File: src/rtl/binary_fraction_divider.sv
// binary_fraction_divider
// Sequential sign-magnitude fixed-point divider, the inverse of the neuron
// fraction multiplier. Product-format dividend (sign + 22 bits, 10 frac) over
// weight-format divisor (sign + 2 bits, 1 frac) gives an input-format quotient
// (sign + 11 bits, 9 frac). Restoring division, one quotient bit per clock.
// Optional build macro DIV_ROUND_EN: round half up on the magnitude instead of
// truncating toward zero.
module binary_fraction_divider #(
   parameter int O_DATA = 22,
   parameter int I_DATA = 11,
   parameter int W_DATA = 2
) (
   input  logic            clk,
   input  logic            rst_n,
   input  logic            in_valid,
   output logic            in_ready,
   input  logic [O_DATA:0] dividend,
   input  logic [W_DATA:0] divisor,
   output logic            out_valid,
   input  logic            out_ready,
   output logic [I_DATA:0] quotient,
   output logic            div_zero,
   output logic            overflow
);
   localparam int CNT_W = $clog2(O_DATA + 1);

   typedef enum logic [1:0] {IDLE, CALC, DONE} state_t;

   typedef struct packed {
      logic [I_DATA:0] q;
      logic            dz;
      logic            ov;
   } res_t;

   state_t            state, state_d;
   logic [W_DATA-1:0] rem, rem_d;
   logic [W_DATA-1:0] dmag, dmag_d;
   logic [O_DATA-1:0] sr, sr_d;      // dividend bits shift out, quotient bits shift in
   logic [CNT_W-1:0]  cnt, cnt_d;
   logic              sign, sign_d;
   res_t              res, res_d;

   logic [W_DATA:0]   rem_sh;
   logic              bit_ge;
   logic [W_DATA-1:0] rem_it;
   logic [O_DATA-1:0] q_full;
   logic              ovf_q;
   logic [I_DATA-1:0] mag_q;
   logic              sgn_q;

   // one restoring-division step: bring down the next dividend bit, try subtract
   always_comb begin
      rem_sh = {rem, sr[O_DATA-1]};
      bit_ge = (rem_sh >= {1'b0, dmag});
      rem_it = bit_ge ? W_DATA'(rem_sh - {1'b0, dmag}) : W_DATA'(rem_sh);
      q_full = {sr[O_DATA-2:0], bit_ge};
   end

   // final magnitude/sign from the full quotient of the last step; the remainder
   // after the last step is still at hand for optional rounding
   always_comb begin
      ovf_q = |q_full[O_DATA-1:I_DATA];
      mag_q = ovf_q ? '1 : q_full[I_DATA-1:0];
`ifdef DIV_ROUND_EN
      if (!ovf_q && ({rem_it, 1'b0} >= {1'b0, dmag})) begin
         if (&mag_q) ovf_q = 1'b1;
         else        mag_q = mag_q + I_DATA'(1);
      end
`endif
      sgn_q = sign & (|mag_q);   // never emit negative zero
   end

   // next-state and datapath load decisions
   always_comb begin
      state_d = state;
      rem_d   = rem;
      dmag_d  = dmag;
      sr_d    = sr;
      cnt_d   = cnt;
      sign_d  = sign;
      res_d   = res;
      unique case (state)
         IDLE: begin
            if (in_valid) begin
               sign_d = dividend[O_DATA] ^ divisor[W_DATA];
               dmag_d = divisor[W_DATA-1:0];
               sr_d   = dividend[O_DATA-1:0];
               rem_d  = '0;
               if (divisor[W_DATA-1:0] == '0) begin
                  // divide by zero: saturate positive, skip the iterations
                  res_d.q  = {1'b0, {I_DATA{1'b1}}};
                  res_d.dz = 1'b1;
                  res_d.ov = 1'b0;
                  state_d  = DONE;
               end else begin
                  cnt_d   = CNT_W'(O_DATA);
                  state_d = CALC;
               end
            end
         end
         CALC: begin
            rem_d = rem_it;
            sr_d  = q_full;
            cnt_d = cnt - CNT_W'(1);
            if (cnt == CNT_W'(1)) begin
               res_d.q  = {sgn_q, mag_q};
               res_d.dz = 1'b0;
               res_d.ov = ovf_q;
               state_d  = DONE;
            end
         end
         DONE: begin
            if (out_ready) state_d = IDLE;
         end
         default: state_d = IDLE;
      endcase
   end

   // state and datapath registers; reset aborts any operation in flight
   always_ff @(posedge clk or negedge rst_n) begin
      if (!rst_n) begin
         state <= IDLE;
         rem   <= '0;
         dmag  <= '0;
         sr    <= '0;
         cnt   <= '0;
         sign  <= 1'b0;
         res   <= '0;
      end else begin
         state <= state_d;
         rem   <= rem_d;
         dmag  <= dmag_d;
         sr    <= sr_d;
         cnt   <= cnt_d;
         sign  <= sign_d;
         res   <= res_d;
      end
   end

   assign in_ready  = (state == IDLE);
   assign out_valid = (state == DONE);
   assign quotient  = res.q;
   assign div_zero  = res.dz;
   assign overflow  = res.ov;

endmodule

File: config.mk
export PLATFORM = sky130hd
export DESIGN_NAME = binary_fraction_divider
export DESIGN_NICKNAME = d
export VERILOG_FILES = /design/src/rtl/binary_fraction_divider.sv
export SDC_FILE = /design/constraint.sdc
export NUM_CORES = 1
export LEC_CHECK = 0
export BUFFER_PORTS_ARGS = -buffer_cell sky130_fd_sc_hd__buf_4
export CORE_MARGIN = 10
export CORE_UTILIZATION = 59
export CTS_BUF_LIST = sky130_fd_sc_hd__clkbuf_8 sky130_fd_sc_hd__clkbuf_16
export DETAILED_ROUTE_END_ITERATION = 10
export PLACE_DENSITY_LB_ADDON = 0.1
export SLEW_MARGIN = 20
export SYNTH_ARGS = -nofsm -noshare
export SYNTH_HDL_FRONTEND = slang
export SYNTH_SLANG_ARGS = --single-unit
File: constraint.sdc
create_clock -name clk -period 2.9 [get_ports clk]
set_clock_uncertainty 0.15 [all_clocks]
set_input_delay 0.58 -clock clk [delete_from_list [all_inputs] [get_ports clk]]
set_output_delay 0.58 -clock clk [all_outputs]
set_load 0.01 [all_outputs]
== Yosys cells after proc, flatten, opt, wreduce, memory -nomap -nowiden ==
Index checks and enable logic that the tools add are counted.
Widths: inputs -> output; s select.
Word-level totals
  flip-flop bits (word level): 48
  bits of input ports: 30
  logic and storage cells: 50
Operators by class
  add/sub/neg operators: 2
  order comparisons: 1
  equal/unequal tests: 8
  mux-type cells: 18
  bitwise gates (word level): 2
  reductions and logical operators: 10
Operators with widths (number)
  $pmux 22 s2: 1
  $mux 14: 3
  $pmux 14 s2: 1
  $mux 22: 1
  $reduce_or 11->1: 2
  $mux 2: 6
  $mux 11: 1
  $mux 5: 2
  $pmux 5 s2: 1
  $ne 2x2->1 const B: 3
  $pmux 2 s3: 1
  $reduce_and 3->1: 2
  $eq 5x1->1 const B: 1
  $sub 5x1->5 const B: 1
  $logic_not 2->1: 2
  $ne 2x1->1 const B: 2
  $pmux 2 s2: 1
  $reduce_and 2->1: 2
  $reduce_and 4->1: 1
  $ge 3x2->1: 1
  $eq 2x1->1 const B: 1
  $eq 2x2->1 const B: 1
  $reduce_bool 2->1: 1
  $sub 2x2->2: 1
  other kinds (2): 2

== Depth between registers and ports, before layout ==
  depth in word-level cells: 6
  depth in mapped cells: 7

== Least setup slack after synthesis ==
Ideal clock, no wire load.
  kind: register to register
  from: register dmag[0]
  to: register res, in the netlist quotient[11]
  library setup time: 0.122 ns
  arrival time: 1.579 ns
  required time: 2.628 ns
  path slack: 1.049 ns
  stages on the path, launching flop included: 6
  buffers on the path: 0
  path through: dfrtp_1 -> ha_1 -> nand2b_1 -> a211oi_2 -> nand4_1 -> a32o_1
On the way
  cells in the longest elaborated chain, start to end: 6
RTL lines
  start, declared: RTL line 37  | logic [W_DATA-1:0] dmag, dmag_d;
  start signal, assigned: RTL line 132  | dmag <= dmag_d;
  $ge 3x2->1: RTL line 54  | bit_ge = (rem_sh >= {1'b0, dmag});
  $mux 11: RTL line 63  | mag_q = ovf_q ? '1 : q_full[I_DATA-1:0];
  $reduce_or 11->1: RTL line 70  | sgn_q = sign & (|mag_q);
  $and 1x1->1: RTL line 70
  $mux 14: RTL line 105  | if (cnt == CNT_W'(1)) begin
  $pmux 14 s2: RTL line 82  | unique case (state)
  end signal, assigned: RTL line 136  | res <= res_d;
  end, declared: RTL line 41  | res_t res, res_d;
Every way passes these cells. The select of a mux whose other input is x is not followed.
A chain may end at the register's enable or synchronous reset.

== Worst setup path after layout ==
  from: register sr[21]
  to: register res, in the netlist quotient[11]
On the way
  cells in the longest elaborated chain, start to end: 6
RTL lines
  start, declared: RTL line 38  | logic [O_DATA-1:0] sr, sr_d;
  start signal, assigned: RTL line 133  | sr <= sr_d;
  $ge 3x2->1: RTL line 54
  $mux 11: RTL line 63
  $reduce_or 11->1: RTL line 70
  $and 1x1->1: RTL line 70
  $mux 14: RTL line 105
  $pmux 14 s2: RTL line 82
Every way passes these cells. The select of a mux whose other input is x is not followed.

==> flow_summary.ini <==
[outcome]
outcome = finished clean

[detailed_routing]
route.detailed.drc = 0
average_vias_per_placed_instance = 5.689
detailedRoute.firstPassIterationCount = 4
wl_per_cell_um = 16.11
totalWireLength_um = 5122
drc_violation_total_after_the_first_tritonroute_iteration = 113
route.vias.total = 1809
ant_nets = 0

[finish]
mostFrequentLayoutCells = sky130_fd_sc_hd__buf_4, sky130_fd_sc_hd__dfrtp_1, sky130_fd_sc_hd__mux2i_1, sky130_fd_sc_hd__nand2_1, sky130_fd_sc_hd__nor2_1
antenna_cells_inserted = 0
sequential_cell_area_sq_um = 1201
post_route_cells_drive_above_1_share_pct = 24.44
utilization_pct = 74.88
multi_input_logic_area_sq_um = 1035
area_growth_syn_to_layout_pct = 19.48
layout.filler_cells = 279
design.final.nets = 303
final_common_cell = sky130_fd_sc_hd__buf_4

[clock_tree]
cts_tree = built
tritoncts_num_sinks = 48
postCtsHoldBufs = 0
cts_repair_resize_count = 0
cts_max_path_buffers = 2
clock_buffers_created_by_tritoncts = 5
htreeDepth = 2
cts.clk_slew.worst_paths_ns = 0.09
worstSkewPairLatency_ns = 0.30
clock-root-buffer = sky130_fd_sc_hd__clkbuf_8
post-cts-setup-buffers = 0

[flow_run]
cap_violations = 0

[sta]
timing.slew.headroom_pct = 61.07
fmax_mhz = 485.6
fin_crit_sh_pct = 71.02
finalSetupTns_ns = 0
finalSetupViolCount = 0
post-route-min-period_ns = 2.059
rsz_0062_raised_after_global_routing = no
worstMarginPinSlew_ns = 0.5840
drv_slew = 0
hold_viol = 0

[yosys]
ys.flop_type = sky130_fd_sc_hd__dfrtp_1
synthDominantAreaCellType = sky130_fd_sc_hd__dfrtp_1
synth_seq_cells = 48
synth.cell_area_sq_um = 2364
synth-edff-count = 0
postSynthAreaPerCell_sq_um = 10.55
synth.top_cells.by_area = sky130_fd_sc_hd__dfrtp_1, sky130_fd_sc_hd__mux2i_1, sky130_fd_sc_hd__nand2_1, sky130_fd_sc_hd__o21ai_1, sky130_fd_sc_hd__nor2_1
synth_top_cell_area_share_pct = 50.82
post_synth_num_cell_types = 41
netlist_instances = 224
synth_fp_nets = 258
ys_seq_area_share_pct = 50.82
synth-async-reset-ratio_pct = 100.0
synth_warnings = 0

[global_routing]
grt_start_max_net_pins = 49
track_usage_pct = 14.51
initial_antenna_violation_count = 0
wire_length_of_the_first_global_routing_pass_um = 8625
number_of_global_route_vias_before_repair = 1832
globalRouteOverflowTotal = 0

[power_and_ir_drop]
seqPwrFrac_pct = 42.3
cell_internal_power_mw = 1.661
power_frac_comb_pct = 40.7
pwr-share-clk_pct = 17.0
power_density_nw_per_um2 = 960.6
power.net_switching_mw = 1.052
p_total_mw = 2.713
total_leakage_power_nw = 1.267
p_sw_share_pct = 38.77
vdd_drop_max_mv = 0.5669

[floorplan]
num_io_pins = 46
fp.dieW_um = 83.29
coreArea_sq_um = 3771
floorplan.initialDensity_pct = 62.67
die-area_sq_um = 6937
die_height_um = 83.29
fp-row-count = 22

[placed_design]
post-dp-hpwl_um = 3753
place.gp.congestion = 0.7698
numPortBuffers = 45

[min_path]
holdCritPathClass = in2async

[critical_path]
max_stage_delay_ns = 0.47
crit_chain = inv_1, ha_1, nand2b_1, a211oi_2, nand4_1, a32o_1
data_arrival_time_of_the_worst_path_ns = 2.11
r2r_slack_ns = 0.84
rr_endpoint = quotient[11]$_DFFE_PN0P_
rr_worst_depth = 6
cp.required_ns = 2.95
timing.critical_path.to_type = register
timing.critical_path.max_delay_family = compound AO/OA/AOI/OAI gates
critical_path_buffer_and_inverter_count = 1
startpoint_type = register
cpMaxStageDelayCell = sky130_fd_sc_hd__a211oi_2
crit_path_max_fanout = 5
worstReg2RegStart = sr[21]$_DFFE_PN0P_
criticalPathCategory = reg2reg
==> synthesized netlist by cell type (2+ instances only) <==
library cell / instances
sky130_fd_sc_hd__o2bb2ai_1: 2
sky130_fd_sc_hd__nand4_1: 2
sky130_fd_sc_hd__inv_1: 14
sky130_fd_sc_hd__nor3_1: 3
sky130_fd_sc_hd__mux2i_1: 29
sky130_fd_sc_hd__nand2_1: 26
sky130_fd_sc_hd__o21ai_1: 16
sky130_fd_sc_hd__dfrtp_1: 48
sky130_fd_sc_hd__nor4_1: 3
sky130_fd_sc_hd__buf_6: 3
sky130_fd_sc_hd__nand2b_1: 3
sky130_fd_sc_hd__buf_4: 3
sky130_fd_sc_hd__ha_1: 4
sky130_fd_sc_hd__a21oi_1: 11
sky130_fd_sc_hd__nor2_1: 19
sky130_fd_sc_hd__xnor2_1: 4
sky130_fd_sc_hd__o22a_1: 3
sky130_fd_sc_hd__clkbuf_1: 5
sky130_fd_sc_hd__o21ai_0: 4
==> layout make-up <==
type / instances / share of cell area [%]
flip-flops and latches: 48 / 42.53
multi-input cells: 151 / 36.64
repair buffers: 49 / 13.03
clock buffers: 5 / 2.437
well taps: 48 / 2.127
inverters: 14 / 1.861
clock inverters: 3 / 1.374
==> cells by family (layout without fill, tap and decap cells) <==
logic type,count (synthesis),in the layout,share of synthesized area [%]
simple gates,67,67,14.66
compound gates,46,46,12.76
xor+xnor,4,4,1.482
buf+inv,25,71,5.400
fa+ha+maj,4,4,2.118
mux,30,30,12.76
flops,48,48,50.82
==> worst max path at each step <==
stage / end / depth (start not counted) / slack (ns) / startpoint
2_1_floorplan: quotient[11]$_DFFE_PN0P_ / 5 / 1.05 / dmag[0]$_DFFE_PN0P_
3_3_place_gp: cnt[3]$_DFFE_PN0P_ / 6 / 0.96 / in_valid
3_5_place_dp: quotient[11]$_DFFE_PN0P_ / 6 / 0.88 / sr[21]$_DFFE_PN0P_
4_1_cts: quotient[11]$_DFFE_PN0P_ / 6 / 0.87 / sr[21]$_DFFE_PN0P_
5_1_grt: quotient[11]$_DFFE_PN0P_ / 6 / 0.74 / sr[21]$_DFFE_PN0P_
6_report: quotient[11]$_DFFE_PN0P_ / 6 / 0.84 / sr[21]$_DFFE_PN0P_
==> through the flow <==
stage	area (sq um)	instances	hold WS, ns	setup WS [ns]
2_1_floorplan	2364	224	0.1344	1.049
3_3_place_gp	2716	310	0.3359	0.9629
3_5_place_dp	2716	310	0.3417	0.8833
4_1_cts	2824	318	0.1501	0.8738
5_1_grt	2824	318	0.1642	0.7395
6_report	2824	318	0.1305	0.8405
==> layer usage <==
metal	up-vias	GRT usage [%]	wire, um
met5	-	0	0
met4	0	4.154	55
met3	6	4.492	296
met2	40	22.77	2435
met1	898	18.65	2335
li1	865	-	-
==> power by group through the flow <==
stage | registers (mW) | clock network (mW) | logic (mW)
after global placement | 1.15 | 0 | 1.06
final | 1.15 | 0.462 | 1.10
after floorplan | 1.07 | 0 | 0.914
after detailed placement | 1.15 | 0 | 1.10
after CTS | 1.14 | 0.472 | 1.11
after global routing | 1.18 | 0.495 | 1.23
==> worst register-to-register path: stages, from the launching register on <==
cell                       delay (ns)
sky130_fd_sc_hd__dfrtp_1         0.37
sky130_fd_sc_hd__inv_1           0.10
sky130_fd_sc_hd__ha_1            0.25
sky130_fd_sc_hd__nand2b_1        0.16
sky130_fd_sc_hd__a211oi_2        0.47
sky130_fd_sc_hd__nand4_1         0.17
sky130_fd_sc_hd__a32o_1          0.29
==> flip-flops by register name (all words and copies together) (netlist names) <==
name and cells:
dmag 2, sign 1, state 2, div_zero 1, cnt 5, rem 2, quotient 12, overflow 1
sr 22
Power figures use the tool's default switching activity.
